--- src/rtl/fetch_pkg.sv ---
// Shared types and helpers for the instruction fetch stage.
package fetch_pkg;

  localparam int INST_W = 32;
  localparam int PC_W   = 32;
  localparam logic [PC_W-1:0] PC_STEP = 32'd4;

  // One buffered fetch result: the word and the address it came from.
  typedef struct packed {
    logic [PC_W-1:0]   pc;
    logic [INST_W-1:0] inst;
  } fetch_entry_t;

  // Sequential successor; wraps 32'hFFFF_FFFC to 0 through natural overflow.
  function automatic logic [PC_W-1:0] next_pc(input logic [PC_W-1:0] pc);
    return pc + PC_STEP;
  endfunction

  // Branch targets are forced onto a word boundary.
  function automatic logic [PC_W-1:0] align_pc(input logic [PC_W-1:0] pc);
    return {pc[PC_W-1:2], 2'b00};
  endfunction

endpackage

--- src/rtl/fetch_fifo.sv ---
// Small circular buffer of fetch_entry_t with a synchronous flush.
// The head is presented straight from storage, so it is stable while
// the consumer stalls. An empty buffer presents an all-zero entry.
module fetch_fifo
  import fetch_pkg::*;
#(
  parameter int DEPTH = 2
) (
  input  logic                       clk,
  input  logic                       rst_n,
  input  logic                       push,
  input  logic                       pop,
  input  logic                       flush,
  input  fetch_entry_t               din,
  output fetch_entry_t               head,
  output logic [$clog2(DEPTH+1)-1:0] count,
  output logic                       full,
  output logic                       empty
);

  localparam int PW = (DEPTH > 1) ? $clog2(DEPTH) : 1;
  localparam int CW = $clog2(DEPTH + 1);

  fetch_entry_t   mem [DEPTH];
  logic [PW-1:0]  wr_ptr;
  logic [PW-1:0]  rd_ptr;

  // Pointer advance with explicit wrap so non-power-of-two depths work.
  function automatic logic [PW-1:0] ptr_inc(input logic [PW-1:0] p);
    return (p == PW'(DEPTH - 1)) ? '0 : p + PW'(1);
  endfunction

  // Pointer and occupancy bookkeeping; flush discards everything, including
  // a push that lands in the same cycle.
  // NOTE: sequential state is always written with <= so every flop samples
  // values from before the edge, independent of block evaluation order.
  always_ff @(posedge clk or negedge rst_n) begin
    if (!rst_n) begin
      wr_ptr <= '0;
      rd_ptr <= '0;
      count  <= '0;
    end else if (flush) begin
      wr_ptr <= '0;
      rd_ptr <= '0;
      count  <= '0;
    end else begin
      if (push) wr_ptr <= ptr_inc(wr_ptr);
      if (pop)  rd_ptr <= ptr_inc(rd_ptr);
      count <= count + CW'(push) - CW'(pop);
    end
  end

  // Entry storage write.
  // NOTE: the storage array has no reset; the occupancy count alone decides
  // which entries are meaningful, so clearing data would only cost area.
  always_ff @(posedge clk) begin
    if (push && !flush) mem[wr_ptr] <= din;
  end

  // Status flags and the head view (zero while empty).
  always_comb begin
    empty = (count == '0);
    full  = (count == CW'(DEPTH));
    head  = empty ? '0 : mem[rd_ptr];
  end

endmodule

--- src/rtl/fetch_unit.sv ---
// Instruction fetch stage: owns the PC, issues one-cycle-latency memory
// requests under a credit limit, buffers returned words with their PCs and
// hands them downstream on a valid/ready handshake. A taken redirect
// reloads the PC and flushes every piece of stale work.
module fetch_unit
  import fetch_pkg::*;
#(
  parameter logic [PC_W-1:0] RESET_PC = 32'h0000_0000,
  parameter int              DEPTH    = 2
) (
  input  logic              clk,
  input  logic              rst_n,
  output logic              imem_req,
  output logic [PC_W-1:0]   imem_addr,
  input  logic [INST_W-1:0] imem_rdata,
  input  logic              redirect_valid,
  input  logic [PC_W-1:0]   redirect_pc,
  output logic              inst_valid,
  input  logic              inst_ready,
  output logic [INST_W-1:0] inst_out,
  output logic [PC_W-1:0]   inst_pc,
  output logic [PC_W-1:0]   inst_pc_plus4
);

  localparam int CW = $clog2(DEPTH + 1);
  localparam int UW = CW + 1;

  logic            run;
  logic            inflight;
  logic            kill;
  logic [PC_W-1:0] fetch_pc;
  logic [PC_W-1:0] inflight_pc;

  logic            pop;
  logic            push;
  logic            redir;
  logic [UW-1:0]   used;
  logic [CW-1:0]   fifo_count;
  logic            fifo_full;
  logic            fifo_empty;
  fetch_entry_t    push_entry;
  fetch_entry_t    head;

  // Run flag: fetch starts on the first edge after reset release.
  always_ff @(posedge clk or negedge rst_n) begin
    if (!rst_n) run <= 1'b0;
    else        run <= 1'b1;
  end

  // Credit check, handshake and redirect qualification.
  // Occupancy plus the outstanding request, less the word leaving this
  // cycle, must stay below DEPTH so a response always finds a free slot.
  always_comb begin
    pop        = !fifo_empty && inst_ready;
    redir      = run && redirect_valid;
    used       = UW'(fifo_count) + UW'(inflight) - UW'(pop);
    imem_req   = run && !redirect_valid && (used < UW'(DEPTH));
    imem_addr  = fetch_pc;
    push       = inflight && !kill;
    push_entry = '{pc: inflight_pc, inst: imem_rdata};
  end

  // PC, in-flight tracking and kill of a response made stale by a redirect.
  always_ff @(posedge clk or negedge rst_n) begin
    if (!rst_n) begin
      fetch_pc    <= RESET_PC;
      inflight    <= 1'b0;
      inflight_pc <= '0;
      kill        <= 1'b0;
    end else begin
      inflight <= imem_req;
      kill     <= redir && inflight;
      if (imem_req) inflight_pc <= fetch_pc;
      if (redir)         fetch_pc <= align_pc(redirect_pc);
      else if (imem_req) fetch_pc <= next_pc(fetch_pc);
    end
  end

  // The credit rule guarantees a response never meets a full buffer.
  push_into_full: assert property (@(posedge clk) disable iff (!rst_n) !(push && fifo_full));

  fetch_fifo #(
    .DEPTH (DEPTH)
  ) u_fifo (
    .clk   (clk),
    .rst_n (rst_n),
    .push  (push),
    .pop   (pop),
    .flush (redir),
    .din   (push_entry),
    .head  (head),
    .count (fifo_count),
    .full  (fifo_full),
    .empty (fifo_empty)
  );

  // Downstream view comes straight from the buffer head.
  always_comb begin
    inst_valid    = !fifo_empty;
    inst_out      = head.inst;
    inst_pc       = head.pc;
    inst_pc_plus4 = next_pc(head.pc);
  end

endmodule
--- config.mk ---
export PLATFORM = sky130hd
export DESIGN_NAME = fetch_unit
export DESIGN_NICKNAME = d
export VERILOG_FILES = /design/src/rtl/fetch_pkg.sv /design/src/rtl/fetch_fifo.sv /design/src/rtl/fetch_unit.sv
export SDC_FILE = /design/constraint.sdc
export NUM_CORES = 1
export LEC_CHECK = 0
export ABC_AREA = 1
export CAP_MARGIN = 20
export CORE_ASPECT_RATIO = 1.75
export CORE_MARGIN = 5
export CORE_UTILIZATION = 55
export CTS_CLUSTER_DIAMETER = 60
export DETAILED_ROUTE_END_ITERATION = 12
export PLACE_DENSITY = 0.85
export SYNTH_ARGS = -nofsm -noshare
export SYNTH_HDL_FRONTEND = slang
export SYNTH_SLANG_ARGS = --single-unit
--- constraint.sdc ---
create_clock -name clk -period 7.9 [get_ports clk]
set_input_delay 1.58 -clock clk [delete_from_list [all_inputs] [get_ports clk]]
set_output_delay 1.58 -clock clk [all_outputs]
set_load 0.05 [all_outputs]
==> flow_summary.ini <==
[finish]
multi_input_area_um2 = 3330
syn2layout_area_growth_pct = 27.9
fillers = 1197
final_util_pct = 71.7
final_cell_area_um2 = 11900
fin_nets = 1311
layout-drive-gt1-share_pct = 5.76
regArea_um2 = 5400

[clock_tree]
cts_setup_buffers = 0
cts_max_path_buffers = 2
hold_buffers = 0
h-tree-depth = 4
clock_latency_ns = 0.42
clk_root_buffer_cell = clkbuf_16
cts_tree = built
cts_inserted_buffers = 17
cts.sinks = 191
clkTransAtPathRegs_ns = 0.07
post_cts_resized = 0

[timing]
tns_ns = 0
finalMaxSlewViolations = 0
clock_skew_ns = 0.00635
max_freq_mhz = 159
finalHoldViolCount = 0
period_share_pct = 79.4
setup_viol = 0
hold_slack_ns = 0.476
rsz0062_at_grt = no
tightest_slew_ns = 1.05
relSlewSlack_pct = 30.0
period_needed_ns = 6.27

[floorplanning]
start_util_pct = 56.1
die-area_um2 = 19700
die_h_um = 182
core_um2 = 16500
fp.dieW_um = 108
row_count = 62
io_pins = 198

[critical_path]
startpoint_type = primary input
required_ns = 6.32
worstSetupPathType = in2out
cp-end-kind = primary output
cp_data_arrival_time_ns = 4.69
cp_max_fo = 28

[synth]
syn_area_um2 = 9270
synthDistinctLibCells = 35
syn_avg_cell_area_um2 = 8.75
synth-edff-count = 124
synthArstFlopShare_pct = 35.1
synth_top_area_share_pct = 40.2
yosys.area.top_type = edfxtp_1
ys_warn_count = 0
syn-instance-count = 1059
ys_ff_latch = 191
synth.top_cells.by_area = edfxtp_1 40%, dfrtp_1 18%, nand2_1 16%, nor2_1 4.7%, inv_1 3.3%
ys.flop_type = edfxtp_1
ys_seq_area_share_pct = 58.3

[routing]
drtIter0Drc = 390
dr_total_vias = 7671
wl_per_cell_um = 15.8
drc_errors = 0
wirelength_um = 23300
drt-pass1-iter-count = 5
final_antenna_net_count = 0
drt-vias-per-instance = 5.20

[power_and_ir_drop]
vdd_drop_max_uv = 222
power.density_nw_per_um2 = 422
cellLeakagePower_nw = 4.90

[place]
numPortBuffers = 189
dpl_cell_area_um2 = 11300
dpl.hpwl_um = 16400
routabilityCongestion = 0.900

[worst_hold_path]
hold_path.class = reg2reg

[global_route]
track_usage_pct = 24.0
grt_pass1_wl_um = 37000
antenna_found_initial = 1
grt_max_degree = 68
grt_pass1_vias = 7758
grt.overflow.total = 0

[flow_run]
maxCapViolCount = 0

[outcome]
status = completed
## synth_stat cells (2+ instances only)
| cell type | count |
|---|---|
| a211oi_1 | 3 |
| a21oi_1 | 42 |
| buf_2 | 11 |
| buf_4 | 10 |
| buf_6 | 5 |
| clkbuf_1 | 16 |
| conb_1 | 2 |
| dfrtp_1 | 67 |
| edfxtp_1 | 124 |
| ha_1 | 5 |
| inv_1 | 82 |
| inv_2 | 3 |
| nand2_1 | 394 |
| nand2_2 | 7 |
| nand3_1 | 57 |
| nand3_2 | 5 |
| nand3b_1 | 2 |
| nand4_1 | 4 |
| nor2_1 | 115 |
| nor2_2 | 10 |
| nor2_4 | 3 |
| nor3_1 | 2 |
| o211ai_1 | 4 |
| o21ai_0 | 52 |
| o21ai_1 | 2 |
| o22ai_1 | 5 |
| xnor2_1 | 3 |
| xor2_1 | 17 |
## stage by stage
step           std cells  setup WS, ns  total power, W
2_1_floorplan       1064          2.68         0.00334
3_3_place_gp        1442          1.67         0.00415
3_5_place_dp        1442          1.64         0.00419
4_1_cts             1474          1.63         0.00502
5_1_grt             1475          1.46         0.00525
6_report            1475          1.63         0.00500
## final timing paths
| check | endpoint | slack, ns | depth (start not counted) | start |
|---|---|---|---|---|
| hold reg to reg | u_fifo.mem[1][36] | 0.48 | 0 | inflight_pc[4] |
| min in group asynchronous | imem_addr[22] | 1.32 | 2 | rst_n |
| max in group asynchronous | u_fifo.rd_ptr | 5.95 | 2 | rst_n |
| hold / removal | u_fifo.mem[1][36] | 0.48 | 0 | inflight_pc[4] |
| setup reg to reg | imem_addr[25] | 3.89 | 16 | u_fifo.count[1] |
| setup / recovery | imem_req | 1.63 | 12 | inst_ready |
## cell usage in the layout, fill, tap and decap left out, drive strengths merged, types with 6 or more instances in the layout
master / n
nand2: 401
clkdlybuf4s50: 188
nor2: 128
edfxtp: 124
inv: 94
dfrtp: 67
nand3: 62
o21ai: 55
a21oi: 42
clkbuf: 18
xor2: 17
buf: 9
conb: 7
clkinv: 6
## per-layer routing
layer / vias up / global-route usage, % / part of all wire (%)
met1: 3533 / 26.2 / 36
met2: 311 / 43.1 / 53
met4: 0 / 12.9 / 4.8
met3: 65 / 4.66 / 6.5
li1: 3762 / - / -
met5: - / 0 / 0
## worst max-delay path: stages
cell	delay, ns
clkdlybuf4s50_1	0.47
inv_1	0.04
nor2_1	0.17
ha_1	0.26
inv_1	0.07
nand2_1	0.06
fa_1	0.49
nand2_1	0.05
nor2_1	0.08
nand2_1	0.09
inv_2	0.40
clkdlybuf4s50_1	0.91
## where the power goes
group          leakage [nW]  switching (W)  internal [W]
combinational          2.65        0.00193      0.000784
sequential             1.97       0.000160       0.00131
clock                 0.283       0.000394      0.000423
## flip-flops by register name, summed over array words and instances, names as in the netlist
| register | cells |
|---|---|
| u_fifo.mem | 124 |
| u_fifo.rd_ptr | 1 |
| inflight_pc | 30 |
| kill | 1 |
| u_fifo.wr_ptr | 1 |
| imem_addr | 30 |
| u_fifo.count | 2 |
| run | 1 |
| inflight | 1 |
## logic make-up after synthesis
kind of cell | Yosys count | share of synthesized area [%]
simple gates | 600 | 26.3
flops | 191 | 58.3
buf+inv | 129 | 6.18
compound gates | 111 | 6.36
xor+xnor | 20 | 1.89
fa+ha+maj | 6 | 0.891
other cells | 2 | 0.0810
## cell type report
| class | count | area share (%) |
|---|---|---|
| Antenna cell | 1 | 0.0211 |
| Clock buffer | 18 | 3.62 |
| Clock inverter | 14 | 1.18 |
| Inverter | 86 | 2.72 |
| Multi-Input combinational cell | 744 | 28.1 |
| Sequential cell | 191 | 45.6 |
| Tap cell | 224 | 2.36 |
| Timing Repair Buffer | 197 | 16.4 |
No activity file was read; power rests on OpenSTA's default activity.
==> variant 1: new RTL, config.mk and constraints unchanged <==
Reset style: synchronous (`rst_n`), changed in 3 clocked blocks.
--- a/src/rtl/fetch_fifo.sv
+++ b/src/rtl/fetch_fifo.sv
@@ -34,7 +34,7 @@
   // a push that lands in the same cycle.
   // NOTE: sequential state is always written with <= so every flop samples
   // values from before the edge, independent of block evaluation order.
-  always_ff @(posedge clk or negedge rst_n) begin
+  always_ff @(posedge clk) begin
     if (!rst_n) begin
       wr_ptr <= '0;
       rd_ptr <= '0;
--- a/src/rtl/fetch_unit.sv
+++ b/src/rtl/fetch_unit.sv
@@ -42,7 +42,7 @@
   fetch_entry_t    head;
 
   // Run flag: fetch starts on the first edge after reset release.
-  always_ff @(posedge clk or negedge rst_n) begin
+  always_ff @(posedge clk) begin
     if (!rst_n) run <= 1'b0;
     else        run <= 1'b1;
   end
@@ -61,7 +61,7 @@
   end
 
   // PC, in-flight tracking and kill of a response made stale by a redirect.
-  always_ff @(posedge clk or negedge rst_n) begin
+  always_ff @(posedge clk) begin
     if (!rst_n) begin
       fetch_pc    <= RESET_PC;
       inflight    <= 1'b0;
Behaviour: differs if rst_n is asserted again (counterexample within 4 cycles, from zero or initial values and one cycle with rst_n low); with rst_n held inactive, the same outputs for 4 cycles.
==> variant 1 against the original RTL <==
  * Core utilization decreased by 0.69 points
  * First-iteration DRC count increased by 35%
  * Sequential cell count is 1 higher
  * Final area up 0.63%
  * Synthesized area up 0.61%
  * Routed wire length is 8.9% higher
  * Clock skew is 0.0046 ns higher
  * Global-route usage up 1.9 points
  * Setup slack gained 0.12 ns
Power is not compared: it rests on default switching activity, and its combinational part moved more than twofold at a synthesized area within 25%.
==> variant 1: results (changes against the original RTL) <==
{| class="wikitable"
! Metric !! Value
|-
| Most common library cells after synthesis || sky130_fd_sc_hd__nand2_1, sky130_fd_sc_hd__nor2_1, sky130_fd_sc_hd__edfxtp_1
|-
| Number of logic inverters in the finished layout || 103 (+20%)
|-
| Reg-to-Reg End || imem_addr[27]
|-
| R2R cell count || 18 (+2)
|-
| Count of flip-flops with a built-in enable after synthesis || 124 (unchanged)
|-
| Result of the run || completed
|-
| Count of cell types in the netlist || 36 (+2.9%)
|-
| Actual slew at the worst max-slew pin || 1.04 ns (-0.0130 ns)
|-
| Hold wc startpoint || inflight_pc[26]
|-
| Placer's final routability congestion estimate || 0.915 (+1.8%)
|-
| Multi-input combinational cell count || 792 (+6.5%)
|-
| Post-route worst hold slack || 0.454 ns (-0.0217 ns)
|-
| Area of all placed cells without fillers || 0.0119 mm^2 (+0.63%)
|-
| Vias per cell || 5.31 (+2.2%)
|-
| Detailed-placement wirelength estimate || 17900 um (+9.3%)
|-
| Largest net degree at the start of global routing || 65 (-4.4%)
|-
| Fillcell total || 1235 (+3.2%)
|-
| Setup Skew || 0.0110 ns (+0.00463 ns)
|-
| Share of cell area taken by multi-input logic gates || 30.2% (+2.1 points)
|-
| Worst Setup Slack post-DPL || 1.79 ns (+0.150 ns)
|-
| Vias in the first global route || 7972 (+2.8%)
|-
| Layout cell share with drive strength beyond 1 || 7.75% (+2.0 points)
|-
| Worst Hold Path EP || u_fifo.mem[0][58]
|-
| Leading cell types by total area after synthesis || sky130_fd_sc_hd__edfxtp_1, sky130_fd_sc_hd__nand2_1, sky130_fd_sc_hd__dfxtp_1
|-
| Register-to-register setup slack || 3.45 ns (-0.44 ns)
|-
| Core region area || 0.0168 mm^2 (+1.6%)
|-
| Clock buffers and inverters, area share || 4.92% (+0.12 points)
|-
| Sequential cell area fraction in the yosys report || 54.5% (-3.7 points)
|-
| Global-route total usage across every layer || 25.9% (+1.9 points)
|-
| First-pass GRT wire length || 39700 um (+7.4%)
|-
| FFs w/ async S/R, synth || 0% (-35 points)
|-
| Critical R2R Launch || u_fifo.count[1]
|-
| Area post-placement || 0.0113 mm^2 (+0.27%)
|-
| Highest net fanout along the worst path || 30 (+7.1%)
|-
| Routed Wire Length || 25400 um (+8.9%)
|-
| Number of clock buffers in the layout || 17 (-1)
|-
| Final Net Count || 1377 (+5.0%)
|-
| Proportion of final cell area spent on non-clock buffers || 16.5% (+0.11 points)
|-
| Arrival time of data at the critical path endpoint || 4.58 ns (-0.11 ns)
|-
| Tcrit/Tclk final || 77.9% (-1.5 points)
|-
| Clock net sink count || 192 (+0.52%)
|-
| Sequential share of cell area || 42.6% (-2.9 points)
|-
| Post-Syn Instances || 1131 (+6.8%)
|-
| Number of cells in the finished layout apart from fillers || 1544 (+4.7%)
|}
-- variant 1: cell types whose count changed in the layout (fill, tap and decap cells not counted), sizes merged, moves of 5 or more --
cell,before,now
inv,94,109
nor3,2,8
dfrtp,67,0
a21oi,42,74
nand2,401,384
nor2,128,158
o21ai,55,46
o22ai,5,0
nand4,4,15
dfxtp,0,68
-- variant 1: power groups by stage --
| stage | Sequential, mW | Combinational (mW) | Clock (mW) |
|---|---|---|---|
| finish | 1.18 | 0.791 | 0.835 |
| global placement | 1.20 | 0.776 | 0 |
| floorplan | 1.23 | 0.507 | 0 |
| detailed placement | 1.20 | 0.786 | 0 |
| CTS | 1.18 | 0.791 | 0.843 |
| global route | 1.19 | 0.841 | 0.901 |
-- variant 1: critical path: stages --
cell	delay (ns)
sky130_fd_sc_hd__clkdlybuf4s50_1	0.46
sky130_fd_sc_hd__inv_1	0.05
sky130_fd_sc_hd__nor2_1	0.17
sky130_fd_sc_hd__ha_1	0.27
sky130_fd_sc_hd__inv_1	0.08
sky130_fd_sc_hd__nand2_1	0.07
sky130_fd_sc_hd__fa_1	0.51
sky130_fd_sc_hd__nand2_1	0.05
sky130_fd_sc_hd__nor2_1	0.09
sky130_fd_sc_hd__nand2_1	0.07
sky130_fd_sc_hd__buf_4	0.23
sky130_fd_sc_hd__inv_1	0.10
sky130_fd_sc_hd__clkdlybuf4s50_1	0.81
-- variant 1: logic make-up after synthesis --
group	after synthesis	share of synthesized area [%]
xor+xnor	17	1.60
flops	192	54.5
fa+ha+maj	6	0.885
compound gates	127	7.12
simple gates	636	28.6
other cells	1	0.0402
buf+inv	152	7.23
-- variant 1: layer usage --
layer	vias to the layer above	global-route usage, %	wire [um]
li1	4004	-	-
met1	3811	27.0	8770
met2	316	47.5	13800
met3	74	5.13	1640
met4	0	14.0	1200
met5	-	0	0
==> variant 2: new RTL, same settings <==
Without the edit above. `DEPTH` is set to 2 in 2 places; all go to 1.
--- a/src/rtl/fetch_fifo.sv
+++ b/src/rtl/fetch_fifo.sv
@@ -4,7 +4,7 @@
 module fetch_fifo
   import fetch_pkg::*;
 #(
-  parameter int DEPTH = 2
+  parameter int DEPTH = 1
 ) (
   input  logic                       clk,
   input  logic                       rst_n,
--- a/src/rtl/fetch_unit.sv
+++ b/src/rtl/fetch_unit.sv
@@ -6,7 +6,7 @@
   import fetch_pkg::*;
 #(
   parameter logic [PC_W-1:0] RESET_PC = 32'h0000_0000,
-  parameter int              DEPTH    = 2
+  parameter int              DEPTH    = 1
 ) (
   input  logic              clk,
   input  logic              rst_n,
Check against the original RTL: not equivalent (a bounded check fails within 4 cycles, from zero or initial values and one cycle with rst_n low).
==> variant 2 against the original RTL <==
  * Synthesized area fell by 29%
  * Power shrank 53%
  * Hold slack lost 0.029 ns
  * Maximum frequency grew 17%
  * Setup slack improved by 0.93 ns
  * Sequential cell count shrank 65
  * Final area shrank 22%
  * Routed wire length shrank 16%
  * Critical path type unchanged
  * Critical endpoint unchanged
  * Highest routed layer unchanged
==> variant 2: results (changes against the original RTL) <==
{| class="wikitable"
! Metric !! Value
|-
| Result of the run || completed
|-
| Most common library cells after synthesis || sky130_fd_sc_hd__nand2_1, sky130_fd_sc_hd__inv_1, sky130_fd_sc_hd__nor2_1
|-
| Register-to-register setup slack || 4.87 ns (+0.98 ns)
|-
| Routed Wire Length || 19500 um (-16%)
|-
| Leading cell types by total area after synthesis || sky130_fd_sc_hd__edfxtp_1, sky130_fd_sc_hd__dfrtp_1, sky130_fd_sc_hd__nand2_1
|-
| Global-route total usage across every layer || 27.3% (+3.3 points)
|-
| Actual slew at the worst max-slew pin || 0.817 ns (-0.232 ns)
|-
| Number of clock buffers in the layout || 22 (+4)
|-
| Setup Skew || 0.00851 ns (+0.00217 ns)
|-
| Clock buffers and inverters, area share || 7.24% (+2.4 points)
|-
| Reg-to-Reg End || imem_addr[28]
|-
| FFs w/ async S/R, synth || 50.8% (+16 points)
|-
| Tcrit/Tclk final || 67.6% (-12 points)
|-
| PD cells || 253 mW/mm^2 (-40%)
|-
| R2R cell count || 12 (-4)
|-
| Share of the synthesized netlist area taken by xor and xnor gates || 2.91% (+1.0 points)
|-
| Post-detailed-route wirelength per cell || 16.8 um (+6.3%)
|-
| Sequential share of cell area || 37.4% (-8.2 points)
|-
| Initial detailed-routing violation count || 262 (-33%)
|-
| Highest net fanout along the worst path || 64 (+130%)
|-
| Vias in the first global route || 6032 (-22%)
|-
| Metal3 WL || 1270 um (-17%)
|-
| Predominant post-synthesis flop cell || sky130_fd_sc_hd__dfrtp_1
|-
| Delay of the slowest critical-path stage || 0.81 ns (-0.10 ns)
|-
| Post-Syn Instances || 818 (-23%)
|-
| Clock net sink count || 126 (-34%)
|-
| Count of flip-flops with a built-in enable after synthesis || 62 (-50%)
|-
| Placer's final routability congestion estimate || 0.912 (+1.4%)
|-
| Fraction of power consumed by the clock network || 37.3% (+21 points)
|-
| Fillcell total || 793 (-34%)
|-
| Sequential cell area fraction in the yosys report || 52.3% (-5.9 points)
|-
| Arrival time of data at the critical path endpoint || 3.76 ns (-0.93 ns)
|-
| Wire length the detailed router placed on met1 || 6610 um (-21%)
|-
| Complex-gate fraction of the synthesized area || 4.75% (-1.6 points)
|-
| Sw Pwr || 0.786 mW (-68%)
|-
| Metal2 WL || 10700 um (-13%)
|-
| Count of antenna diodes in the layout || 0 (-1)
|-
| Met3 Track Usage GR || 5.76% (+1.1 points)
|-
| GR met1 Demand/Resource || 27.5% (+1.2 points)
|}
## variant 2: cell count changes in the layout (fill, tap and decap cells not counted), moves of 10 or more
cell                       delta
sky130_fd_sc_hd__nor2_1      -20
sky130_fd_sc_hd__nand2_1    -132
sky130_fd_sc_hd__a21oi_1     -41
sky130_fd_sc_hd__inv_1       +34
sky130_fd_sc_hd__edfxtp_1    -62
sky130_fd_sc_hd__o21ai_0     -10
## variant 2: how the worst min path moves through the flow
stage / start / endpoint / slack, ns
after global routing: inflight_pc[22] / u_fifo.mem[0][54] / 0.45
after floorplan: inflight_pc[2] / u_fifo.mem[0][34] / 0.43
after detailed placement: inflight_pc[5] / u_fifo.mem[0][37] / 0.43
after global placement: inflight_pc[22] / u_fifo.mem[0][54] / 0.43
after CTS: inflight_pc[5] / u_fifo.mem[0][37] / 0.45
final: inflight_pc[12] / u_fifo.mem[0][44] / 0.45
